==> src/rtl/fsic_as_is_arbiter.sv <==
// Round-robin sequencer sharing the as_is_* stream between AXI-Lite write, AXI-Lite read and
// user AXIS packets. Optional outstanding-read credit limit: define FSIC_ARB_RD_LIMIT_EN.
module fsic_as_is_arbiter #(
   parameter int pADDR_WIDTH         = 28,
   parameter int pDATA_WIDTH         = 32,
   parameter int pMAX_RD_OUTSTANDING = 4
) (
   input  logic                   axis_clk,
   input  logic                   axis_rst,
   input  logic                   cc_is_enable,
   input  logic                   wr_req_valid,
   input  logic [pADDR_WIDTH-1:0] wr_req_addr,
   input  logic [3:0]             wr_req_be,
   input  logic [pDATA_WIDTH-1:0] wr_req_data,
   output logic                   wr_req_ready,
   input  logic                   rd_req_valid,
   input  logic [pADDR_WIDTH-1:0] rd_req_addr,
   output logic                   rd_req_ready,
   input  logic [pDATA_WIDTH-1:0] st_tdata,
   input  logic [3:0]             st_tstrb,
   input  logic [3:0]             st_tkeep,
   input  logic                   st_tlast,
   input  logic                   st_tvalid,
   output logic                   st_tready,
   input  logic                   rd_cpl,
   output logic [pDATA_WIDTH-1:0] as_is_tdata,
   output logic [3:0]             as_is_tstrb,
   output logic [3:0]             as_is_tkeep,
   output logic                   as_is_tlast,
   output logic [1:0]             as_is_tid,
   output logic [1:0]             as_is_tuser,
   output logic                   as_is_tvalid,
   input  logic                   is_as_tready,
   output logic [3:0]             rd_outstanding
);

   typedef enum logic [1:0] {IDLE = 2'd0, WR_DATA = 2'd1, STREAM = 2'd2} state_t;

   state_t                 state_r, state_nxt_s;
   logic [1:0]             rr_r, rr_nxt_s, win_s;
   logic [pDATA_WIDTH-1:0] wr_data_r;
   logic                   load_s, rd_ok_s, grant_ok_s;
   logic                   wr_grant_s, rd_grant_s, st_ready_s;
   logic                   beat_vld_s, beat_last_s;
   logic [pDATA_WIDTH-1:0] beat_data_s;
   logic [3:0]             beat_strb_s, beat_keep_s;
   logic [1:0]             beat_tid_s, beat_tuser_s;

   // First requester at or after ptr wins; 3 means nobody
   function automatic logic [1:0] rr_pick(input logic [2:0] req, input logic [1:0] ptr);
      logic [1:0] win;
      win = 2'd3;
      case (ptr)
         2'd0:    win = req[0] ? 2'd0 : req[1] ? 2'd1 : req[2] ? 2'd2 : 2'd3;
         2'd1:    win = req[1] ? 2'd1 : req[2] ? 2'd2 : req[0] ? 2'd0 : 2'd3;
         2'd2:    win = req[2] ? 2'd2 : req[0] ? 2'd0 : req[1] ? 2'd1 : 2'd3;
         default: win = 2'd3;
      endcase
      return win;
   endfunction

   assign load_s     = !as_is_tvalid || is_as_tready;
   assign grant_ok_s = load_s && cc_is_enable && !axis_rst && (state_r == IDLE);
   assign win_s      = grant_ok_s ? rr_pick({st_tvalid, rd_req_valid && rd_ok_s, wr_req_valid}, rr_r)
                                  : 2'd3;

   assign wr_req_ready = wr_grant_s;
   assign rd_req_ready = rd_grant_s;
   assign st_tready    = st_ready_s;

   // Next-state, grant pulses and the beat presented to the output register
   always_comb begin
      state_nxt_s  = state_r;
      rr_nxt_s     = rr_r;
      wr_grant_s   = 1'b0;
      rd_grant_s   = 1'b0;
      st_ready_s   = 1'b0;
      beat_vld_s   = 1'b0;
      beat_data_s  = {pDATA_WIDTH{1'b0}};
      beat_strb_s  = 4'h0;
      beat_keep_s  = 4'h0;
      beat_last_s  = 1'b0;
      beat_tid_s   = 2'b00;
      beat_tuser_s = 2'b00;
      case (state_r)
         IDLE: begin
            case (win_s)
               2'd0: begin
                  wr_grant_s   = 1'b1;
                  beat_vld_s   = 1'b1;
                  beat_data_s  = {wr_req_be, wr_req_addr};
                  beat_strb_s  = 4'hF;
                  beat_keep_s  = 4'hF;
                  beat_last_s  = 1'b1;
                  beat_tid_s   = 2'b01;
                  beat_tuser_s = 2'b01;
                  state_nxt_s  = WR_DATA;
                  rr_nxt_s     = 2'd1;
               end
               2'd1: begin
                  rd_grant_s   = 1'b1;
                  beat_vld_s   = 1'b1;
                  beat_data_s  = {4'hF, rd_req_addr};
                  beat_strb_s  = 4'hF;
                  beat_keep_s  = 4'hF;
                  beat_last_s  = 1'b1;
                  beat_tid_s   = 2'b01;
                  beat_tuser_s = 2'b10;
                  state_nxt_s  = IDLE;
                  rr_nxt_s     = 2'd2;
               end
               2'd2: begin
                  st_ready_s   = 1'b1;
                  beat_vld_s   = 1'b1;
                  beat_data_s  = st_tdata;
                  beat_strb_s  = st_tstrb;
                  beat_keep_s  = st_tkeep;
                  beat_last_s  = st_tlast;
                  rr_nxt_s     = 2'd0;
                  if (st_tlast) begin
                     state_nxt_s = IDLE;
                  end else begin
                     state_nxt_s = STREAM;
                  end
               end
               default: begin
                  state_nxt_s = IDLE;
               end
            endcase
         end
         WR_DATA: begin
            if (load_s) begin
               beat_vld_s   = 1'b1;
               beat_data_s  = wr_data_r;
               beat_strb_s  = 4'hF;
               beat_keep_s  = 4'hF;
               beat_last_s  = 1'b1;
               beat_tid_s   = 2'b01;
               beat_tuser_s = 2'b01;
               state_nxt_s  = IDLE;
            end else begin
               state_nxt_s = WR_DATA;
            end
         end
         STREAM: begin
            st_ready_s = load_s && !axis_rst;
            if (st_ready_s && st_tvalid) begin
               beat_vld_s  = 1'b1;
               beat_data_s = st_tdata;
               beat_strb_s = st_tstrb;
               beat_keep_s = st_tkeep;
               beat_last_s = st_tlast;
               if (st_tlast) begin
                  state_nxt_s = IDLE;
               end else begin
                  state_nxt_s = STREAM;
               end
            end else begin
               state_nxt_s = STREAM;
            end
         end
         default: begin
            state_nxt_s = IDLE;
         end
      endcase
   end

   // Sequencer state, round-robin pointer and latched write data
   always_ff @(posedge axis_clk) begin
      if (axis_rst) begin
         state_r   <= IDLE;
         rr_r      <= 2'd0;
         wr_data_r <= {pDATA_WIDTH{1'b0}};
      end else begin
         state_r <= state_nxt_s;
         rr_r    <= rr_nxt_s;
         if (wr_grant_s) begin
            wr_data_r <= wr_req_data;
         end
      end
   end

   // Output register: payload only moves when a beat is loaded, so a stall holds it stable
   always_ff @(posedge axis_clk) begin
      if (axis_rst) begin
         as_is_tvalid <= 1'b0;
         as_is_tdata  <= {pDATA_WIDTH{1'b0}};
         as_is_tstrb  <= 4'h0;
         as_is_tkeep  <= 4'h0;
         as_is_tlast  <= 1'b0;
         as_is_tid    <= 2'b00;
         as_is_tuser  <= 2'b00;
      end else if (load_s) begin
         as_is_tvalid <= beat_vld_s;
         if (beat_vld_s) begin
            as_is_tdata <= beat_data_s;
            as_is_tstrb <= beat_strb_s;
            as_is_tkeep <= beat_keep_s;
            as_is_tlast <= beat_last_s;
            as_is_tid   <= beat_tid_s;
            as_is_tuser <= beat_tuser_s;
         end
      end
   end

`ifdef FSIC_ARB_RD_LIMIT_EN
   localparam logic [3:0] RD_MAX = 4'(pMAX_RD_OUTSTANDING);
   logic [3:0] rd_cnt_r;
   logic       rd_dec_s;

   assign rd_dec_s       = rd_cpl && (rd_cnt_r != 4'd0);
   assign rd_ok_s        = (rd_cnt_r < RD_MAX);
   assign rd_outstanding = rd_cnt_r;

   // Read credits: grant takes one, completion returns one, both together cancel
   always_ff @(posedge axis_clk) begin
      if (axis_rst) begin
         rd_cnt_r <= 4'd0;
      end else if (rd_grant_s && !rd_dec_s) begin
         rd_cnt_r <= rd_cnt_r + 4'd1;
      end else if (!rd_grant_s && rd_dec_s) begin
         rd_cnt_r <= rd_cnt_r - 4'd1;
      end
   end
`else
   logic unused_rd_s;

   assign rd_ok_s        = 1'b1;
   assign rd_outstanding = 4'd0;
   assign unused_rd_s    = rd_cpl ^ (pMAX_RD_OUTSTANDING > 32'sd0);
`endif

endmodule
==> config.mk <==
export PLATFORM = sky130hd
export DESIGN_NAME = fsic_as_is_arbiter
export DESIGN_NICKNAME = d
export VERILOG_FILES = /design/src/rtl/fsic_as_is_arbiter.sv
export SDC_FILE = /design/constraint.sdc
export NUM_CORES = 1
export LEC_CHECK = 0
export CAP_MARGIN = 20
export CORE_UTILIZATION = 41
export DETAILED_ROUTE_END_ITERATION = 6
export PLACE_DENSITY = 0.91
export SYNTH_ARGS = -nofsm -noshare
export SYNTH_HDL_FRONTEND = slang
export SYNTH_SLANG_ARGS = --single-unit
==> constraint.sdc <==
create_clock -name axis_clk -period 3.95 [get_ports axis_clk]
set_input_delay 0.79 -clock axis_clk [delete_from_list [all_inputs] [get_ports axis_clk]]
set_output_delay 0.79 -clock axis_clk [all_outputs]
set_load 0.005 [all_outputs]
==> impl_metrics.yaml, run 1 <==
clock_network:
  numCtsBuffers: 9
  clock_tree.buffer_depth: 2
  clock_latency_reported_for_the_late_side_of_the_worst_skew_pair_ns: 0.33
  clkSinkCount: 81
  clock_edge_transition_at_the_registers_on_the_reported_setup_and_hold_paths_ns: 0.08
  cts_tree: "built"
  cts_hold_repair.buffers: 0
  cts_post_setup_buffers_inserted: 0
  root_buffer: "sky130_fd_sc_hd__clkbuf_8"
  cts.repair.resized: 0
  htreeDepth: 3
detailed_routing:
  avgRoutedWirePerCell_um: 18.0
  post-route-drc-count: 0
  ant_nets: 0
  routed_via_density: 5.85
  drt_first_iter_violations: 397
  drtPass1Iterations: 5
  detailroute.via_count: 4466
  routed_wirelength_um: 13800
worst_setup_path:
  worst-path-max-fanout: 4
  crit_type: "primary input to primary output"
  critPathLaunchType: "primary input"
  regToRegSetupSlack_ns: 0.84
  worst-endpoint-required_ns: 3.16
  setup.worst_path.end_class: "primary output"
  worst_ep_arrival_time_ns: 3.05
timing:
  final-setup-viol-count: 0
  grt_setup_unrepaired: "no"
  relSlewSlack_pct: 32.0
  worst_pin_slew_ns: 1.01
  final_max_slew_viol_count: 0
  post-route-min-period_ns: 3.84
  timing.clock.skew_ns: 0.0117
  final_min_period_over_clock_period_pct: 97.3
  setup-tns-final_ns: 0
  hold_viol_final: 0
  timing.fmax_ghz: 0.260
run_status:
  run_status: "finished, final reports clean"
logic_synthesis:
  post_syn_area_um2: 3990
  seq_area_frac_synth_pct: 40.6
  synth-edff-count: 0
  avgSynthCellArea_um2: 8.71
  share_of_async_settable_or_async_resettable_flops_after_synthesis_pct: 0
  synth.ff_latch_count: 81
  netlist_instances: 458
  synth.largest_area_cell: "sky130_fd_sc_hd__dfxtp_1"
  yosys.cell_types.count: 40
  ys_dominant_reg_cell: "sky130_fd_sc_hd__dfxtp_1"
  synth_largest_type_area_fraction_pct: 40.6
  netlist_top_cells_area: "sky130_fd_sc_hd__dfxtp_1 41%, sky130_fd_sc_hd__a222oi_1 7.0%, sky130_fd_sc_hd__a211oi_2 6.9%"
  synthesis.yosys.warnings: 0
grt:
  grt_max_degree: 75
  globalRouteMet3Util_pct: 5.06
  grt_busiest_layer: "met2"
  grt_antenna_before_repair: 0
  grt_remaining_overflow: 0
  grt_use_met1_pct: 29.3
  use_met2_pct: 49.0
  grt.total_usage_pct: 26.7
  grt_first_pass_wirelength_um: 21100
  first_global_vias: 4526
final_layout:
  finalInstanceArea_um2: 6160
  sequential_cell_area_um2: 1620
  most-common-layout-cells: "186 x sky130_fd_sc_hd__clkdlybuf4s50_1, 81 x sky130_fd_sc_hd__dfxtp_1, 72 x sky130_fd_sc_hd__nand2_1, 57 x sky130_fd_sc_hd__nor2_1, 50 x sky130_fd_sc_hd__a21oi_1"
  num_antenna_cells: 0
  mostFrequentLayoutCell: "sky130_fd_sc_hd__clkdlybuf4s50_1"
  syn_to_final_growth_pct: 54.3
  fill_cells: 778
  layout.nets: 775
  multi_input_comb_area_um2: 2120
  drive_above_1_share_pct: 9.78
flow_run:
  cap_viol_max_count: 0
power:
  peakVddDrop_v: 0.000206
  powerDensity_nw_per_um2: 336
  leakage_nw: 2.06
floorplanning:
  die_area_um2: 10100
  start_util_pct: 42.8
  fp-row-count: 35
  die_w_um: 101
  floorplan.io_pins: 194
  die-height_um: 101
  core_area_um2: 9330
hold_path:
  worstHoldPathType: "flip-flop to flip-flop"
placement:
  place.detailed.hpwl_um: 9790
  postPlaceCellArea_um2: 5960
  portBuffers: 187
  place.gp.congestion: 0.821
-- final timing paths --
path	depth (start not counted)	from	to
worst max-delay path	9	is_as_tready	st_tready
worst min-delay path	2	wr_data_r[15]$_SDFFE_PP0P_	wr_data_r[15]$_SDFFE_PP0P_
worst min register to register	2	wr_data_r[15]$_SDFFE_PP0P_	wr_data_r[15]$_SDFFE_PP0P_
worst max register to register	8	state_r[1]$_SDFF_PP0_	as_is_tdata[28]$_SDFFE_PP0P_
-- stage by stage --
| stage | utilization (%) | worst slack, ns | hold WS, ns | std cells | total power [mW] |
|---|---|---|---|---|---|
| finish | 66.0 | 0.107 | 0.460 | 763 | 2.07 |
| global route | 66.0 | 0.000848 | 0.482 | 763 | 2.17 |
| CTS | 66.0 | 0.119 | 0.460 | 763 | 2.08 |
| detailed placement | 63.9 | 0.128 | 0.450 | 747 | 1.49 |
| global placement | 63.9 | 0.207 | 0.442 | 747 | 1.47 |
| floorplan | - | 0.502 | 0.436 | 462 | 1.17 |
-- cell usage after synthesis, types with 2 or more instances --
cell / number
sky130_fd_sc_hd__buf_1: 3
sky130_fd_sc_hd__nor3_1: 4
sky130_fd_sc_hd__or3_1: 2
sky130_fd_sc_hd__buf_6: 5
sky130_fd_sc_hd__nand2b_1: 3
sky130_fd_sc_hd__a222oi_1: 28
sky130_fd_sc_hd__o2bb2ai_1: 10
sky130_fd_sc_hd__nand2_1: 72
sky130_fd_sc_hd__a211oi_2: 22
sky130_fd_sc_hd__dfxtp_1: 81
sky130_fd_sc_hd__nor2_1: 57
sky130_fd_sc_hd__a211oi_1: 12
sky130_fd_sc_hd__inv_1: 5
sky130_fd_sc_hd__a21oi_1: 50
sky130_fd_sc_hd__nor2b_1: 3
sky130_fd_sc_hd__a221oi_1: 22
sky130_fd_sc_hd__clkbuf_1: 27
sky130_fd_sc_hd__buf_2: 6
sky130_fd_sc_hd__ha_1: 5
sky130_fd_sc_hd__buf_4: 8
sky130_fd_sc_hd__a22o_1: 14
-- cells by family (layout without fill, tap and decap cells) --
kind of cell / count (synthesis) / in the layout / synth area share (%)
flops: 81 / 81 / 40.6
fa+ha+maj: 5 / 5 / 1.57
simple gates: 150 / 150 / 15.9
other cells: 1 / 5 / 0.0940
compound gates: 166 / 166 / 34.6
mux: 1 / 1 / 0.251
buf+inv: 54 / 226 / 6.96
-- cell type report --
type | count | area share [%]
tap | 129 | 2.62
inverter | 5 | 0.305
multi-input combinational | 327 | 34.4
sequential | 81 | 26.3
clock inverter | 5 | 0.894
clock buffer | 11 | 2.30
timing repair buffer | 205 | 33.1
-- power breakdown --
part	switching, mW	total, mW	internal, mW
Sequential	0.0325	0.904	0.871
Clock	0.294	0.601	0.308
Combinational	0.248	0.567	0.319
Total	0.574	2.07	1.50
-- per-layer routing --
metal	vias to the layer above	share of wire [%]	wire length, um
li1	2040	-	-
met1	2148	38	5200
met2	243	51	7060
met3	35	8.0	1110
met4	0	2.8	388
met5	-	0	0
-- flip-flops by register name (all words and copies together) (netlist names) --
register / count
as_is_tdata: 32
wr_data_r: 32
as_is_tkeep: 4
as_is_tstrb: 4
as_is_tuser: 2
rr_r: 2
state_r: 2
as_is_tid: 1
as_is_tlast: 1
as_is_tvalid: 1
-- worst max-delay path, cell delays in order --
cell and delay (ns):
sky130_fd_sc_hd__clkdlybuf4s50_1 0.47, sky130_fd_sc_hd__nor2b_1 0.06, sky130_fd_sc_hd__nor2_1 0.18, sky130_fd_sc_hd__nand4_1 0.21
sky130_fd_sc_hd__or3_1 0.46, sky130_fd_sc_hd__ha_1 0.24, sky130_fd_sc_hd__a21oi_1 0.15, sky130_fd_sc_hd__nor2_1 0.06
sky130_fd_sc_hd__clkdlybuf4s50_1 0.44
No activity file was read; power rests on OpenSTA's default activity.
==> run 2, diff against run 1 <==
CTS_CLUSTER_DIAMETER = 200   (was unset)
==> results of run 2 <==
No change in the layout: final DEF, timing and power equal those of run 1.
